==> config.mk <==
export PLATFORM = sky130hd
export DESIGN_NAME = parking_gate_ctrl
export DESIGN_NICKNAME = d
export VERILOG_FILES = /design/src/rtl/parking_pkg.sv /design/src/rtl/parking_gate_ctrl_classifier.sv /design/src/rtl/parking_gate_ctrl.sv
export SDC_FILE = /design/constraint.sdc
export NUM_CORES = 1
export LEC_CHECK = 0
export CELL_PAD_IN_SITES_DETAIL_PLACEMENT = 1
export CELL_PAD_IN_SITES_GLOBAL_PLACEMENT = 1
export CORE_MARGIN = 3
export CORE_UTILIZATION = 25
export DETAILED_ROUTE_END_ITERATION = 10
export GPL_ROUTABILITY_DRIVEN = 0
export HOLD_SLACK_MARGIN = 0.15
export PLACE_DENSITY_LB_ADDON = 0.1
export SYNTH_ARGS = -nofsm -noshare
export SYNTH_HDL_FRONTEND = slang
export SYNTH_HIERARCHICAL = 1
export SYNTH_SLANG_ARGS = --single-unit
==> constraint.sdc <==
create_clock -name clk -period 2.1 [get_ports clk]
set_input_delay 0.42 -clock clk [delete_from_list [all_inputs] [get_ports clk]]
set_output_delay 0.42 -clock clk [all_outputs]
set_load 0.02 [all_outputs]
==> src/rtl/parking_pkg.sv <==
// Shared types and default timing constants for the car-park barrier gate controller.
package parking_pkg;

    typedef enum logic [0:0] {
        IDLE = 1'b0,
        OPEN = 1'b1
    } gate_state_t;

    localparam logic GATE_DIR_IN  = 1'b0;
    localparam logic GATE_DIR_OUT = 1'b1;

    localparam int unsigned CAR_MIN_DEF   = 2;
    localparam int unsigned CAR_MAX_DEF   = 10;
    localparam int unsigned GATE_HOLD_DEF = 8;

endpackage

==> src/rtl/parking_gate_ctrl_classifier.sv <==
// Per-lane tyre pulse classifier: measures high width of the debounced sensor
// and flags a car event on the falling edge when the width is in the car window.
module tyre_pulse_classifier
    import parking_pkg::*;
#(
    parameter int unsigned PW_W    = 4,
    parameter int unsigned CAR_MIN = CAR_MIN_DEF,
    parameter int unsigned CAR_MAX = CAR_MAX_DEF
) (
    input  logic clk,
    input  logic rst_n,
    input  logic db,
    output logic car_evt
);

    logic            db_q;
    logic [PW_W-1:0] width;

    always_ff @(posedge clk or posedge rst_n) begin
        if (rst_n) begin
            db_q  <= 1'b0;
            width <= '0;
        end else begin
            db_q <= db;
            if (!db)
                width <= '0;
            else if (width != '1)
                width <= width + 1'b1;
        end
    end

    // width already holds the full high count in the cycle the fall is seen
    assign car_evt = db_q && !db
                     && (width >= PW_W'(CAR_MIN))
                     && (width <= PW_W'(CAR_MAX));

endmodule

==> src/rtl/parking_gate_ctrl.sv <==
// Barrier gate sequencer for an entry/exit lane pair: captures car requests,
// arbitrates the shared gate (exit first) and tracks occupancy against capacity.
module parking_gate_ctrl
    import parking_pkg::*;
#(
    parameter int unsigned CAP       = 16,
    parameter int unsigned CNT_W     = 5,
    parameter int unsigned PW_W      = 4,
    parameter int unsigned CAR_MIN   = CAR_MIN_DEF,
    parameter int unsigned CAR_MAX   = CAR_MAX_DEF,
    parameter int unsigned GATE_HOLD = GATE_HOLD_DEF
) (
    input  logic             clk,
    input  logic             rst_n,
    input  logic             entry_db,
    input  logic             exit_db,
    output logic             gate_open,
    output logic             gate_dir,
    output logic [CNT_W-1:0] occupancy,
    output logic             full,
    output logic             entry_reject,
    output logic             err_underflow
);

    localparam int unsigned HOLD_W = (GATE_HOLD > 2) ? $clog2(GATE_HOLD) : 1;

    gate_state_t       state;
    logic [HOLD_W-1:0] hold_cnt;
    logic              pend_in;
    logic              pend_out;
    logic              entry_evt;
    logic              exit_evt;
    logic              grant_in;
    logic              grant_out;
    logic              exit_underflow;
    logic [CNT_W-1:0]  occ_next;

    tyre_pulse_classifier #(
        .PW_W    (PW_W),
        .CAR_MIN (CAR_MIN),
        .CAR_MAX (CAR_MAX)
    ) u_entry_cls (
        .clk     (clk),
        .rst_n   (rst_n),
        .db      (entry_db),
        .car_evt (entry_evt)
    );

    tyre_pulse_classifier #(
        .PW_W    (PW_W),
        .CAR_MIN (CAR_MIN),
        .CAR_MAX (CAR_MAX)
    ) u_exit_cls (
        .clk     (clk),
        .rst_n   (rst_n),
        .db      (exit_db),
        .car_evt (exit_evt)
    );

    assign exit_underflow = exit_evt && (occupancy == '0) && !pend_out;

    always_comb begin
        grant_in  = 1'b0;
        grant_out = 1'b0;
        if (state == IDLE) begin
            if (pend_out)
                grant_out = 1'b1;
            else if (pend_in && (occupancy < CNT_W'(CAP)))
                grant_in = 1'b1;
        end
        occ_next = occupancy;
        if (grant_out && (occupancy != '0))
            occ_next = occupancy - 1'b1;
        else if (grant_in)
            occ_next = occupancy + 1'b1;
    end

    always_ff @(posedge clk or posedge rst_n) begin
        if (rst_n) begin
            state         <= IDLE;
            hold_cnt      <= '0;
            pend_in       <= 1'b0;
            pend_out      <= 1'b0;
            gate_dir      <= GATE_DIR_IN;
            occupancy     <= '0;
            full          <= 1'b0;
            entry_reject  <= 1'b0;
            err_underflow <= 1'b0;
        end else begin
            entry_reject  <= entry_evt && full;
            err_underflow <= exit_underflow;

            // a new event in the grant cycle re-arms the flag rather than being lost
            if (entry_evt && !full)
                pend_in <= 1'b1;
            else if (grant_in)
                pend_in <= 1'b0;

            if (exit_evt && !exit_underflow)
                pend_out <= 1'b1;
            else if (grant_out)
                pend_out <= 1'b0;

            occupancy <= occ_next;
            full      <= (occ_next == CNT_W'(CAP));

            case (state)
                IDLE: begin
                    if (grant_out || grant_in) begin
                        state    <= OPEN;
                        hold_cnt <= HOLD_W'(GATE_HOLD - 1);
                        gate_dir <= grant_out ? GATE_DIR_OUT : GATE_DIR_IN;
                    end
                end
                OPEN: begin
                    if (hold_cnt == '0)
                        state <= IDLE;
                    else
                        hold_cnt <= hold_cnt - 1'b1;
                end
                default: state <= IDLE;
            endcase
        end
    end

    assign gate_open = (state == OPEN);

endmodule

==> impl_metrics.py <==
metrics = {
    "sta": {
        "rsz0062_at_grt": "false",
        "tightest_slew_ns": 0.599,
        "slew_viol_final": 0,
        "relSlewSlack_pct": 60.0,
        "setup_ws_ns": 0.150,
        "period_share_pct": 92.8,
        "hold_violations": 0,
        "whs_ns": 0.399,
        "timing.fmax_mhz": 513,
        "setup_viol": 0,
        "min_period_ns": 1.95,
        "fin_setup_tns_ns": 0,
        "finClkSkew_ns": 0.00351,
    },
    "pwr": {
        "pwr-share-clk_pct": 16.2,
        "p_seq_share_pct": 38.7,
        "powerDensity_mw_per_mm2": 1160,
        "internal_power_uw": 1140,
        "combPwrFrac_pct": 45.1,
        "power_leakage_uw": 0.000739,
        "switching_share_pct": 39.8,
        "power_uw": 1890,
        "vdd_drop_max_v": 0.000479,
        "p_sw_uw": 753,
    },
    "global_routing": {
        "grt_antenna_before_repair": 0,
        "grt_usage_pct": 10.5,
        "grt_max_degree": 16,
        "grt_overflow_total": 0,
        "first_global_vias": 1106,
        "grt_first_pass_wirelength_um": 5250,
    },
    "route": {
        "drcViolationCount": 0,
        "via_count": 1025,
        "drt_first_pass_iters": 4,
        "first_iter_violations": 33,
        "antenna_left": 0,
        "post_drt_wl_per_cell_um": 14.4,
        "drt-total-wl_um": 3060,
        "via_per_inst": 4.81,
    },
    "logic_synthesis": {
        "synth_ff_type": "dfrtp_1",
        "ys_ff_latch": 25,
        "synth_nets": 137,
        "syn_area_per_cell_um2": 10.6,
        "netlist_instances": 125,
        "synth_area_mm2": 0.00133,
        "synth_edf_count": 0,
        "yosysUniqueCellTypes": 40,
        "yosys_warnings": 6,
        "async_reset_ff_share_pct": 100,
        "seq_area_frac_synth_pct": 47.2,
    },
    "finish": {
        "nets": 159,
        "fillCellCount": 571,
        "layout_common_cells": "dfrtp_1, inv_1, clkdlybuf4s50_1",
        "drive_above_1_share_pct": 11.6,
        "syn_to_final_growth_pct": 22.8,
        "diodes": 0,
        "final_area_mm2": 0.00163,
        "final_common_cell": "dfrtp_1",
    },
    "clock_tree": {
        "cts_buffers": 3,
        "clockBufferDepth": 2,
        "cts_setup_buffers": 0,
        "cts.sinks": 25,
        "clkSlewWorstSetupHoldPaths_ns": 0.10,
        "clk_latency_ns": 0.27,
        "cts-root-buf": "clkbuf_8",
        "htree_levels": 1,
        "cts_tree": "yes",
    },
    "critical_path": {
        "startpoint": "occupancy[1]$_DFF_PP0_",
        "crit_path_start_kind": "register",
        "arrival_ns": 2.14,
        "r2r-start": "occupancy[1]$_DFF_PP0_",
        "path_class": "register to register",
        "cp_max_fo": 5,
        "worstSetupEndpoint": "full$_DFF_PP0_",
        "r2r_cells": 6,
        "critPathCaptureType": "register",
        "worstPathRequired_ns": 2.29,
        "regToRegEndpoint": "full$_DFF_PP0_",
        "r2r_setup_slack_ns": 0.15,
    },
    "die": {
        "io_pins": 14,
        "rows": 25,
        "initial_utilization_pct": 27.0,
        "die_h_um": 78.8,
        "dieArea_mm2": 0.00621,
        "core_region_area_mm2": 0.00491,
        "die_x_um": 78.8,
    },
    "hold_path": {
        "min_path_type": "input pin to asynchronous set/reset pin",
    },
    "place": {
        "dpl_worst_slack_ns": 0.147,
        "placed_area_mm2": 0.00157,
        "place.port_buffers": 13,
        "dpl.hpwl_um": 2320,
    },
    "job": {
        "drv_cap": 0,
    },
    "status": {
        "status": "completed",
    },
}
per-layer routing:
metal	GRT usage, %	part of all wire, %
met1	14.0	48
met2	17.5	49
met3	1.93	2.6
met4	3.09	0.49
met5	0	0
cell usage after synthesis (2+ instances only):
| cell | number | area, um^2 |
|---|---|---|
| and2_1 | 2 | 12.5 |
| nor2b_1 | 3 | 18.8 |
| and3_1 | 5 | 31.3 |
| inv_1 | 15 | 56.3 |
| a211oi_1 | 5 | 37.5 |
| nor2_1 | 5 | 18.8 |
| mux2i_1 | 2 | 20.0 |
| a31oi_1 | 4 | 25.0 |
| dfrtp_1 | 25 | 626 |
| or4_1 | 2 | 15.0 |
| a21oi_1 | 6 | 30.0 |
| o21ai_0 | 3 | 15.0 |
| nor4b_2 | 2 | 30.0 |
| nand2_1 | 6 | 22.5 |
| ha_1 | 8 | 100 |
| and4b_1 | 2 | 20.0 |
| nand2b_1 | 3 | 18.8 |
| nand3_1 | 3 | 15.0 |
| o2111a_1 | 2 | 22.5 |
| o211ai_1 | 2 | 15.0 |
how the worst min path moves through the flow:
stage	end	slack, ns
5_1_grt	u_entry_cls/width[3]$_DFFE_PP0P_	0.42
4_1_cts	u_entry_cls/width[3]$_DFFE_PP0P_	0.40
2_1_floorplan	u_entry_cls/db_q$_DFF_PP0_	0.20
3_3_place_gp	hold_cnt[0]$_DFFE_PP0P_	0.46
6_report	u_exit_cls/width[3]$_DFFE_PP0P_	0.40
3_5_place_dp	gate_dir$_DFFE_PP0P_	0.47
what timing repair did:
item | CTS | global route
hold buffers | 0 | 0
setup endpoints to repair | 0 | 1
gates resized for setup | 0 | 1
flip-flops by register name, summed over array words and instances, names as in the netlist:
register / count
gate_dir: 1
err_underflow: 1
occupancy: 5
u_entry_cls/width: 4
entry_reject: 1
full: 1
u_exit_cls/width: 4
pend_out: 1
u_exit_cls/db_q: 1
gate_open: 1
u_entry_cls/db_q: 1
hold_cnt: 3
pend_in: 1
cells by family after synthesis:
group	Yosys count	synth area share, %
multiplexers	2	1.51
buffers and inverters	16	4.53
flip-flops	25	47.2
AND/OR/NAND/NOR	42	20.8
AO/OA/AOI/OAI	31	17.7
adder cells (fa/ha/maj)	8	7.55
XOR/XNOR	1	0.660
layout make-up:
class	instances	area, um^2	area share [%]
clock buffers	3	41.3	2.53
clock inverters	1	7.51	0.461
inverters	15	56.3	3.46
multi-input cells	84	647	39.7
flip-flops and latches	25	626	38.4
well taps	67	83.8	5.15
repair buffers	18	168	10.3
power by group through the flow:
stage,Combinational (uW),Sequential [uW],Clock (uW)
2_1_floorplan,431,824,0
3_3_place_gp,848,734,0
3_5_place_dp,865,740,0
4_1_cts,869,732,324
5_1_grt,958,754,345
6_report,854,733,306
stage by stage:
stage               cells  utilization, %
floorplan             125               -
global placement      209            32.1
detailed placement    209            32.1
CTS                   213            33.0
global route          213            33.2
finish                213            33.2
critical path, stage by stage, from the launching register on:
cell and delay (ns):
dfrtp_1 0.43, inv_1 0.10, ha_1 0.22, or4b_4 0.50
a32oi_2 0.24, xnor2_1 0.12, nor4b_2 0.27
Power figures use the tool's default switching activity.
